$ cat src/rtl/ps2_wasd_receiver_pkg.sv
// rtl/ps2_wasd_receiver_pkg.sv - scan codes, frame states and direction lookup for the PS/2 WASD receiver
package ps2_wasd_receiver_pkg;

    localparam logic [7:0] PS2_W     = 8'h1D;
    localparam logic [7:0] PS2_A     = 8'h1C;
    localparam logic [7:0] PS2_S     = 8'h1B;
    localparam logic [7:0] PS2_D     = 8'h23;
    localparam logic [7:0] PS2_UP    = 8'h75;
    localparam logic [7:0] PS2_LEFT  = 8'h6B;
    localparam logic [7:0] PS2_DOWN  = 8'h72;
    localparam logic [7:0] PS2_RIGHT = 8'h74;
    localparam logic [7:0] PS2_EXT   = 8'hE0;
    localparam logic [7:0] PS2_BREAK = 8'hF0;

    localparam logic [2:0] ST_IDLE   = 3'd0;
    localparam logic [2:0] ST_DATA   = 3'd1;
    localparam logic [2:0] ST_PARITY = 3'd2;
    localparam logic [2:0] ST_STOP   = 3'd3;
    localparam logic [2:0] ST_DONE   = 3'd4;

    // Returns a {w, a, s, d} one-hot mask, or zero for codes that are not a direction
    function automatic logic [3:0] dir_lookup(input logic [7:0] code, input logic ext);
        logic [3:0] mask;
        mask = 4'b0000;
        if (!ext) begin
            case (code)
                PS2_W:   mask = 4'b1000;
                PS2_A:   mask = 4'b0100;
                PS2_S:   mask = 4'b0010;
                PS2_D:   mask = 4'b0001;
                default: mask = 4'b0000;
            endcase
        end else begin
            case (code)
                PS2_UP:    mask = 4'b1000;
                PS2_LEFT:  mask = 4'b0100;
                PS2_DOWN:  mask = 4'b0010;
                PS2_RIGHT: mask = 4'b0001;
                default:   mask = 4'b0000;
            endcase
        end
        return mask;
    endfunction

endpackage

$ cat src/rtl/ps2_wasd_receiver_line_filter.sv
// rtl/ps2_wasd_receiver_line_filter.sv - PS/2 pin synchronizer, run-length clock filter and falling-edge strobe
module ps2_line_filter #(
    parameter int FILTER_LEN = 8
) (
    input  logic clk,
    input  logic reset,
    input  logic ps2_clk,
    input  logic ps2_data,
    output logic data,
    output logic clk_level,
    output logic strobe
);
    localparam int CW = $clog2(FILTER_LEN + 1);

    logic [1:0]    clk_sync;
    logic [1:0]    data_sync;
    logic [CW-1:0] run_cnt;
    logic          level;
    logic          level_d;

    // Sync and filtered levels reset to the idle-high bus state so reset release makes no edge
    always_ff @(posedge clk or negedge reset) begin
        if (!reset) begin
            clk_sync  <= 2'b11;
            data_sync <= 2'b11;
            run_cnt   <= '0;
            level     <= 1'b1;
            level_d   <= 1'b1;
        end else begin
            clk_sync  <= {clk_sync[0], ps2_clk};
            data_sync <= {data_sync[0], ps2_data};
            level_d   <= level;
            if (clk_sync[1] == level) begin
                run_cnt <= '0;
            end else if (run_cnt == CW'(FILTER_LEN - 1)) begin
                level   <= ~level;
                run_cnt <= '0;
            end else begin
                run_cnt <= run_cnt + 1'b1;
            end
        end
    end

    assign data      = data_sync[1];
    assign clk_level = level;
    assign strobe    = level_d & ~level;

endmodule

$ cat src/rtl/ps2_wasd_receiver.sv
// rtl/ps2_wasd_receiver.sv - PS/2 frame receiver and make/break decoder driving held-key w/a/s/d levels
module ps2_wasd_receiver
    import ps2_wasd_receiver_pkg::*;
#(
    parameter int FILTER_LEN     = 8,
    parameter int TIMEOUT_CYCLES = 50000
) (
    input  logic       clk,
    input  logic       reset,
    input  logic       ps2_clk,
    input  logic       ps2_data,
    output logic       w,
    output logic       a,
    output logic       s,
    output logic       d,
    output logic [7:0] scan_code,
    output logic       code_valid,
    output logic       frame_error
);
    localparam int TW = $clog2(TIMEOUT_CYCLES + 1);

    logic          sample_data;
    logic          filt_clk;
    logic          strobe;
    logic [2:0]    state;
    logic [2:0]    bit_cnt;
    logic [7:0]    shift;
    logic          parity_bit;
    logic [TW-1:0] tmo_cnt;
    logic          brk;
    logic          ext;
    logic          timeout;
    logic [3:0]    hit;

    ps2_line_filter #(.FILTER_LEN(FILTER_LEN)) u_filter (
        .clk       (clk),
        .reset     (reset),
        .ps2_clk   (ps2_clk),
        .ps2_data  (ps2_data),
        .data      (sample_data),
        .clk_level (filt_clk),
        .strobe    (strobe)
    );

    assign timeout    = (state != ST_IDLE) && filt_clk && (tmo_cnt == TW'(TIMEOUT_CYCLES - 1));
    assign code_valid = (state == ST_DONE);

    always_comb begin
        hit = dir_lookup(scan_code, ext);
    end

    always_ff @(posedge clk or negedge reset) begin
        if (!reset) begin
            state       <= ST_IDLE;
            bit_cnt     <= '0;
            shift       <= '0;
            parity_bit  <= 1'b0;
            tmo_cnt     <= '0;
            brk         <= 1'b0;
            ext         <= 1'b0;
            scan_code   <= '0;
            frame_error <= 1'b0;
            {w, a, s, d} <= 4'b0000;
        end else begin
            frame_error <= 1'b0;
            if (state == ST_IDLE || strobe)
                tmo_cnt <= '0;
            else if (filt_clk)
                tmo_cnt <= tmo_cnt + 1'b1;

            if (timeout) begin
                state       <= ST_IDLE;
                frame_error <= 1'b1;
                brk         <= 1'b0;
                ext         <= 1'b0;
                tmo_cnt     <= '0;
            end else begin
                case (state)
                    ST_IDLE: if (strobe) begin
                        if (!sample_data) begin
                            state   <= ST_DATA;
                            bit_cnt <= '0;
                        end else begin
                            frame_error <= 1'b1;
                        end
                    end
                    ST_DATA: if (strobe) begin
                        shift   <= {sample_data, shift[7:1]};
                        bit_cnt <= bit_cnt + 1'b1;
                        if (bit_cnt == 3'd7)
                            state <= ST_PARITY;
                    end
                    ST_PARITY: if (strobe) begin
                        parity_bit <= sample_data;
                        state      <= ST_STOP;
                    end
                    ST_STOP: if (strobe) begin
                        if (sample_data && (^{shift, parity_bit})) begin
                            scan_code <= shift;
                            state     <= ST_DONE;
                        end else begin
                            frame_error <= 1'b1;
                            state       <= ST_IDLE;
                        end
                    end
                    ST_DONE: begin
                        state <= ST_IDLE;
                        if (scan_code == PS2_EXT) begin
                            ext <= 1'b1;
                        end else if (scan_code == PS2_BREAK) begin
                            brk <= 1'b1;
                        end else if (scan_code == 8'h00 || scan_code == 8'hFF) begin
                            {w, a, s, d} <= 4'b0000;
                            brk <= 1'b0;
                            ext <= 1'b0;
                        end else begin
                            // Letter and arrow sources share an output; a break from either clears it
                            if (hit[3]) w <= ~brk;
                            if (hit[2]) a <= ~brk;
                            if (hit[1]) s <= ~brk;
                            if (hit[0]) d <= ~brk;
                            brk <= 1'b0;
                            ext <= 1'b0;
                        end
                    end
                    default: state <= ST_IDLE;
                endcase
            end
        end
    end

endmodule

$ cat config.mk
export PLATFORM = sky130hd
export DESIGN_NAME = ps2_wasd_receiver
export DESIGN_NICKNAME = d
export VERILOG_FILES = /design/src/rtl/ps2_wasd_receiver_pkg.sv /design/src/rtl/ps2_wasd_receiver_line_filter.sv /design/src/rtl/ps2_wasd_receiver.sv
export SDC_FILE = /design/constraint.sdc
export NUM_CORES = 1
export LEC_CHECK = 0
export CORE_MARGIN = 5
export CORE_UTILIZATION = 58
export DETAILED_ROUTE_END_ITERATION = 7
export PLACE_DENSITY = 0.82
export SYNTH_ARGS = -nofsm -noshare
export SYNTH_HDL_FRONTEND = slang
export SYNTH_SLANG_ARGS = --single-unit
$ cat constraint.sdc
create_clock -name clk -period 2.1 [get_ports clk]
set_clock_uncertainty 0.05 [all_clocks]
set_input_delay 0.42 -clock clk [delete_from_list [all_inputs] [get_ports clk]]
set_output_delay 0.42 -clock clk [all_outputs]
set_load 0.03 [all_outputs]
After elaboration in Yosys (flattened, before gate mapping)
Cells that the tools add are included.
Widths: inputs -> output; s select.
{"block": "classes", "addsub": 3, "n_bitwise": 7, "n_mux": 43, "reduce_logical": 28, "eq_ne": 30}
{"cell": "$mux 16", "n": 3}
{"cell": "$mux 3", "n": 11}
{"cell": "$eq 8x7->1 const B", "n": 4}
{"cell": "$pmux 4 s4", "n": 2}
{"cell": "$reduce_and 5->1", "n": 5}
{"cell": "$eq 8x5->1 const B", "n": 3}
{"cell": "$eq 8x8->1 const B", "n": 3}
{"cell": "$mux 1", "n": 21}
{"cell": "$ne 3x3->1 const B", "n": 7}
{"cell": "$add 16x1->16 const B", "n": 1}
{"cell": "$eq 16x16->1 const B", "n": 1}
{"cell": "$mux 4", "n": 3}
{"cell": "$pmux 3 s4", "n": 1}
{"cell": "$reduce_bool 2->1", "n": 6}
{"cell": "$reduce_xor 9->1", "n": 1}
{"cell": "$eq 8x6->1 const B", "n": 1}
{"cell": "$logic_not 8->1", "n": 1}
{"cell": "$ne 2x2->1 const B", "n": 4}
{"cell": "$eq 3x2->1 const B", "n": 2}
{"cell": "$eq 3x3->1 const B", "n": 2}
{"cell": "$not 1->1", "n": 6}
{"cell": "$pmux 3 s2", "n": 1}
{"cell": "$reduce_and 2->1", "n": 3}
{"cell": "$reduce_and 3->1", "n": 2}
{"cell": "13 further kinds", "n": 17}
{"block": "word_totals", "output_inout_bits": 14, "reg_bits": 56}

Depth between registers and ports, before layout
Gate-level depths: netlist of the first run.
{"block": "depth", "depth_word": 6, "mapped_depth": 7, "mapped_depth_nobuf": 6}

Cells and area by module
A second synthesis of the first run with hierarchy kept.
{"block": "unflattened", "hier_cells": 251, "area_unflattened_um2": 2731.4}
{"module": "ps2_wasd_receiver", "seq_area_each_um2": 1151.1, "instances": 1, "area_per_inst_um2": 2373.5, "cells_each": 227}
{"module": "ps2_line_filter", "seq_area_each_um2": 257.7, "instances": 1, "area_per_inst_um2": 357.8, "cells_each": 24}

Worst setup path before layout of the first run
No wires, ideal clock.
{"block": "synth_path", "path_kind": "register to register", "start": "register state[1]", "end": "register a", "arrival_ns": 1.848, "setup_ns": 0.082, "path_stages_with_launch": 7, "n_path_buf": 1, "slack_ns": 0.120, "path_cell_list": "dfrtp_1 -> buf_2 -> nor3b_4 -> a21boi_2 -> o21ai_1 -> or3_1 -> o22ai_1"}
{"element": "start: declaration", "line": "ps2_wasd_receiver.sv:25", "rtl": "logic [2:0] state;"}
{"element": "start signal: assignment", "line": "ps2_wasd_receiver.sv:54", "rtl": "state <= ST_IDLE;"}
{"element": "start signal: assignment", "line": "ps2_wasd_receiver.sv:72", "rtl": "state <= ST_IDLE;"}
{"element": "start signal: assignment", "line": "ps2_wasd_receiver.sv:81", "rtl": "state <= ST_DATA;"}
{"element": "$eq 3x3->1"}
{"element": "named net code_valid", "line": "ps2_wasd_receiver.sv:17", "rtl": "output logic code_valid,"}
{"element": "$reduce_and 5->1 (no source line)"}
{"element": "end signal: assignment", "line": "ps2_wasd_receiver.sv:119", "rtl": "if (hit[2]) a <= ~brk;"}
{"element": "end: declaration", "line": "ps2_wasd_receiver.sv:13", "rtl": "output logic a,"}
The timed path passes the listed nets, and every way through them passes these cells.
A chain may end at the register's enable or synchronous reset.

Final worst setup path of the first run
{"block": "layout_path", "start": "register scan_code[5]", "end": "output port scan_code[5]"}
{"element": "start: declaration", "line": "ps2_wasd_receiver.sv:16", "rtl": "output logic [7:0] scan_code,"}
{"element": "start signal: assignment", "line": "ps2_wasd_receiver.sv:99", "rtl": "scan_code <= shift;"}
No word-level cell between the ends.

==> flow_summary.toml, run 1 <==
[logic_synthesis]
synthesis.nets = 262
yosys_warnings = 0
synth.ff_latch_count = 56
synth_top_area_share_pct = 45.58
synth_edf_count = 0
yosysTopAreaCell = "dfrtp_1"
synthDistinctLibCells = 50
seq_area_frac_synth_pct = 51.32
synthFlopType = "dfrtp_1"
syn_area_per_cell_sq_um = 10.81
syn_area_sq_mm = 0.002745
synth_most_common_cell = "dfrtp_1"
synth-async-reset-ratio_pct = 100.0
ys_top_cells_by_count = "dfrtp_1, nor2_1, nor3_1, mux2_2, nand2_1"
syn_inst = 254
synth_area_leaders = "dfrtp_1, mux2_2, dfstp_2, xnor2_1, nor3_1"

[floorplan]
num_rows = 25
initial_core_util_pct = 58.90
die_area_sq_mm = 0.006209
die_h_um = 78.80
core_area_sq_mm = 0.004661
die_w_um = 78.80
io_pins = 18

[sta]
setup_tns_ns = 0
setup_viol = 0
fin_crit_sh_pct = 96.43
final.min_clock_period_ns = 2.025
clock.fmax_mhz = 493.8
relSlewSlack_pct = 51.42
rsz0062_at_grt = "false"
hold_violations = 0
maxSlewViolCount = 0
tightest_slew_ns = 0.7210

[drt]
wl_per_cell_um = 14.71
finalWirelength_um = 4899
drc = 0
drtIter0Drc = 172
postRouteAntennaNets = 0
vias = 1962
viasPerCell = 5.892
firstDrtPassIters = 4

[place]
place_area_sq_mm = 0.002988
gp_congestion = 0.7743
hpwl_um = 3617
portBuffers = 17

[clock_tree]
cts-root-buf = "clkbuf_8"
cts.path.max_buffers = 2
tritoncts = "built"
clkLatencyLatePin_ns = 0.31
htreeDepth = 2
clkTransAtPathRegs_ns = 0.11
cts_sinks = 56
numCtsBuffers = 5

[worst_setup_path]
critical_path.slowest_cell = "clkdlybuf4s50_1"
crit_path_end_kind = "primary output"
critPathTopFamily = "buffers and inverters"
cp.arrival_ns = 1.56
critPathLaunchType = "register"
crit_type = "register to primary output"
path_max_fanout = 8
timing.critical_path.buf_inv = 1
max_stage_delay_ns = 0.75
required_ns = 1.63
path_cells = "clkdlybuf4s50_1"

[global_route]
grt_max_degree = 23
grt_antenna_before_repair = 0
grt_first_pass_wirelength_um = 8562
track_usage_pct = 17.11
grt_pass1_vias = 1853
grt-ovfl-total = 0

[cells_and_area]
multi_input_area_sq_mm = 0.001277
antenna_cells = 0
area_delta_synth_final_pct = 12.67
num-fill-cells = 353
nets = 286
drive_gt1_share_pct = 16.49
design_area_sq_mm = 0.003093
regArea_sq_mm = 0.001409
fin_util_pct = 66.36

[pwr]
power_per_cell_area_mw_per_mm2 = 796.4
p_leak_nw = 1.366
power.total_mw = 2.463
irDropWorstVdd_uv = 445.3

[worst_hold_path]
hold_class = "register to register"

[job]
maxCapViolCount = 0

[outcome]
status = "complete, no violations"
## final cells by class
type | instances | area share, %
well taps | 54 | 2.184
flip-flops and latches | 56 | 45.55
clock inverters | 3 | 0.8495
clock buffers | 5 | 2.225
repair buffers | 23 | 6.796
multi-input cells | 183 | 41.30
inverters | 9 | 1.092
## per-stage QoR
stage / worst slack, ns / hold WS [ns] / cells
floorplan: 0.1200 / 0.07441 / 254
global placement: 0.2395 / 0.2969 / 324
detailed placement: 0.1622 / 0.2988 / 324
CTS: 0.05908 / 0.3133 / 333
global route: 0.009030 / 0.3199 / 333
finish: 0.07493 / 0.3115 / 333
## registers in the layout (all words and copies together), names as in the netlist
| signal | count |
|---|---|
| state | 3 |
| shift | 8 |
| u_filter.clk_level | 1 |
| ext | 1 |
| a | 1 |
| brk | 1 |
| w | 1 |
| scan_code | 8 |
| u_filter.clk_sync | 2 |
| u_filter.level_d | 1 |
| d | 1 |
| parity_bit | 1 |
| u_filter.run_cnt | 4 |
| u_filter.data_sync | 2 |
| s | 1 |
| bit_cnt | 3 |
| tmo_cnt | 16 |
| frame_error | 1 |
## logic make-up (layout without fill, tap and decap cells)
kind of cell	after synthesis	count (layout)	share of synthesized area (%)
buffers and inverters	15	40	2.233
XOR/XNOR	22	22	7.794
flip-flops	56	56	51.32
AO/OA/AOI/OAI	36	36	8.843
adder cells (fa/ha/maj)	4	4	1.823
multiplexers	17	17	6.973
AND/OR/NAND/NOR	104	104	21.01
## metal layers
layer | vias up | track usage, % | wire [um]
li1 | 949 | - | -
met1 | 960 | 24.36 | 2342
met2 | 48 | 26.15 | 2288
met3 | 5 | 3.401 | 205
met4 | 0 | 5.944 | 62
met5 | - | 0 | 0
## report_power, final
group	switching [mW]	leakage [nW]	total, mW	internal (mW)
logic	0.339	0.564	0.580	0.242
registers	0.0926	0.754	1.27	1.18
clock network	0.364	0.0487	0.608	0.244
## cell usage in the layout (no fill, tap or decap), drive strengths merged, types with 5 or more instances in the layout
cell	n
mux2	17
dfrtp	50
xor2	5
clkdlybuf4s50	14
nand3	10
nand2	17
a21oi	8
dfstp	6
xnor2	16
buf	6
o21ai	10
nor3	18
nor2	23
inv	10
clkbuf	5
## final timing paths
check                                       endpoint                  from  slack (ns)  cells after the start
worst max-delay path                    scan_code[5]          scan_code[5]        0.07                      1
worst min-delay path            u_filter.clk_sync[1]  u_filter.clk_sync[0]        0.31                      0
worst max register to register          scan_code[2]              shift[1]        0.16                      5
worst min register to register  u_filter.clk_sync[1]  u_filter.clk_sync[0]        0.31                      0
max in group asynchronous                        brk                 reset        0.78                      3
min in group asynchronous        u_filter.run_cnt[0]                 reset        0.56                      2
## repair_timing
item,in CTS,in global routing
setup endpoints to repair,2,13
endpoints found under the hold margin,1,0
hold buffers,1,0
buffers inserted,0,0
resized for setup,2,1
No activity file was read; power rests on OpenSTA's default activity.
==> run 2: changes to the inputs <==
--- a/config.mk
+++ b/config.mk
@@ -5,10 +5,11 @@
 export SDC_FILE = /design/constraint.sdc
 export NUM_CORES = 1
 export LEC_CHECK = 0
-export CORE_MARGIN = 5
+export CORE_MARGIN = 8
 export CORE_UTILIZATION = 58
 export DETAILED_ROUTE_END_ITERATION = 7
 export PLACE_DENSITY = 0.82
 export SYNTH_ARGS = -nofsm -noshare
 export SYNTH_HDL_FRONTEND = slang
+export SYNTH_HIERARCHICAL = 1
 export SYNTH_SLANG_ARGS = --single-unit
==> constraint.sdc (replaced) <==
create_clock -name clk -period 2.19 [get_ports clk]
set_clock_uncertainty 0.05 [all_clocks]
set_input_delay 0.438 -clock clk [delete_from_list [all_inputs] [get_ports clk]]
set_output_delay 0.438 -clock clk [all_outputs]
set_load 0.03 [all_outputs]
==> run 2 against run 1 <==
  * Via count down 0.56%
  * Sequential share of layout area is 0.27 points lower
  * Core utilization up 0.85 points
  * Critical path depth is 4 higher
  * First-iteration DRC count decreased by 41%
  * Count of clock-buffer cells in the layout up 3
==> flow_summary.toml, run 2 <==
[outcome]
status = "complete, no violations"

[cells_and_area]
fin_cells = 332
nets = 285
layout_common_cells = "dfrtp_1, nor2_1, xnor2_1"
final_common_cell = "dfrtp_1"
area_delta_synth_final_pct = 13.93
largest_reg_flops = 16
top_regs = "tmo_cnt: 16 flops, scan_code: 8 flops, shift: 8 flops"
regMostFlops = "tmo_cnt"
fin_util_pct = 67.22
drive_gt1_share_pct = 15.83
antenna_cells = 0
num-fill-cells = 375

[floorplan]
num_rows = 25
io_pins = 18
initial_core_util_pct = 59.00
die_area_sq_mm = 0.007161
die_h_um = 84.63
core_area_sq_mm = 0.004629
die_w_um = 84.63

[pwr]
pwr-share-seq_pct = 51.4
switchingPower_mw = 0.6956
power_frac_comb_pct = 23.3
irDropWorstVdd_uv = 422.8
power_per_cell_area_mw_per_mm2 = 765.1
p_clk_share_pct = 25.3
p_sw_share_pct = 29.22
p_int_mw = 1.685
p_leak_nw = 1.371

[drt]
postRouteAntennaNets = 0
finalWirelength_um = 5144
wl_per_cell_um = 15.49
vias = 1951
drtIter0Drc = 101
drc = 0
firstDrtPassIters = 4
viasPerCell = 5.877

[worst_setup_path]
rr_worst_depth = 5
critical_path.slowest_cell = "dfstp_2"
crit_path_end_kind = "register"
r2r_start = "u_filter/clk_level"
path_max_fanout = 10
path_cells = "and4bb_1 > nand4_1 > or2_1 > nand3_2 > mux2_2"
crit_type = "register to register"
timing.critical_path.buf_inv = 0
max_stage_delay_ns = 0.62
critPathLaunchType = "register"
r2r-end = "scan_code[0]"
required_ns = 2.34
r2r_slack_ns = 0.14
critPathTopFamily = "simple AND/OR/NAND/NOR gates"
cp.arrival_ns = 2.20

[logic_synthesis]
synth_top_area_share_pct = 45.81
synth.ff_latch_count = 56
synth-async-reset-ratio_pct = 100.0
synthDistinctLibCells = 51
synth_area_leaders = "dfrtp_1, dfstp_2, mux2_2, xnor2_1, nor2_1"
yosys_warnings = 6
syn_area_per_cell_sq_um = 10.88
synthesis.nets = 259
seq_area_frac_synth_pct = 51.58
yosysTopAreaCell = "dfrtp_1"
syn_inst = 251
synth_most_common_cell = "dfrtp_1"
synthFlopType = "dfrtp_1"
synth_edf_count = 0
ys_top_cells_by_count = "dfrtp_1, nor2_1, xnor2_1, nor3_1, mux2_2"
syn_area_sq_mm = 0.002731

[sta]
setup_viol = 0
maxSlewViolCount = 0
relSlewSlack_pct = 62.47
setup_ws_ns = 0.1374
setup_tns_ns = 0
clock.fmax_mhz = 487.2
fin_crit_sh_pct = 93.73
rsz0062_at_grt = "false"
tightest_slew_ns = 0.5596
final.min_clock_period_ns = 2.053
hold_violations = 0

[global_route]
grt_antenna_before_repair = 0
grt_pass1_vias = 2026
grt_max_degree = 57
grt_first_pass_wirelength_um = 9177
grt-ovfl-total = 0
track_usage_pct = 15.63

[place]
hpwl_um = 3646
post-place-cells = 324
pre_cts_slack_ns = 0.08078
gp_congestion = 0.7936
portBuffers = 17

[worst_hold_path]
hold_class = "input pin to asynchronous set/reset pin"

[clock_tree]
clkLatencyLatePin_ns = 0.31
tritoncts = "built"
cts_sinks = 56
hold_buffers = 0
clkTransAtPathRegs_ns = 0.09
numCtsBuffers = 5
htreeDepth = 2
cts.path.max_buffers = 2
cts-root-buf = "clkbuf_8"

[job]
maxCapViolCount = 0
## run 2: cell count changes after synthesis, moves of 4 or more
cell / change
o21ai_0: -6
mux2_1: +5
nand2_1: -5
nor2_1: +5
mux2_2: -4
o32ai_1: +4
## run 2: worst reg2reg max path: cells and delay by family (launching register included)
kind / cells / cell delay, ns
muxes: 1 / 0.37
and+or+nand+nor: 4 / 0.91
DFF: 1 / 0.62
## run 2: worst max path at each step
stage                              end                from  slack [ns]  cells past startpoint
after floorplan            tmo_cnt[14]  u_filter/clk_level        0.14                      5
after global placement               d  u_filter/clk_level        0.15                      4
after detailed placement             a  u_filter/clk_level        0.08                      5
after CTS                            a  u_filter/clk_level        0.06                      5
after global routing      scan_code[7]            shift[1]        0.02                      5
final                     scan_code[0]  u_filter/clk_level        0.14                      5
## run 2: what timing repair did
item                                    CTS  global route
setup buffers                             0             0
cloned                                    0             0
endpoints found under the setup margin    1             4
gates resized for setup                   1             1
## run 2: final cells by class
cell class              instances  area, sq um  share of cell area, %
multi-input cells             178         1257                  40.41
flip-flops and latches         56         1409                  45.28
clock buffers                   8        100.1                  3.217
inverters                      11        41.29                  1.327
well taps                      54        67.56                  2.171
repair buffers                 25        236.5                  7.600
## run 2: cell families after synthesis
kind of cell,Yosys count,synth area share (%)
AOI/OAI and AO/OA,28,6.872
DFF,56,51.58
muxes,22,9.070
and+or+nand+nor,103,20.16
buffers and inverters,17,2.748
xor gates and xnor gates,21,7.742
adders and majority gates,4,1.832
## run 2: routing by layer
metal  global-route usage (%)  routed length (um)  vias up
li1                         -                   -      943
met1                    19.53                2359      952
met2                    24.55                2444       47
met3                    4.390                 256        9
met4                    6.958                  83        0
met5                        0                   0        -
## run 2: through the flow
step	area, sq um	hold WS [ns]	total power [mW]
finish	3112	0.05032	2.381
global route	3112	0.08193	2.522
CTS	3107	0.06573	2.408
floorplan	2736	0.09241	1.631
detailed placement	3008	0.2968	1.797
global placement	3008	0.2968	1.779
## run 2: power by group through the flow
stage          clock network [mW]  registers, mW  logic [mW]
3_5_place_dp                    0           1.24       0.554
5_1_grt                     0.657           1.24       0.626
2_1_floorplan                   0           1.22       0.409
3_3_place_gp                    0           1.24       0.541
4_1_cts                     0.627           1.22       0.557
6_report                    0.603           1.22       0.555
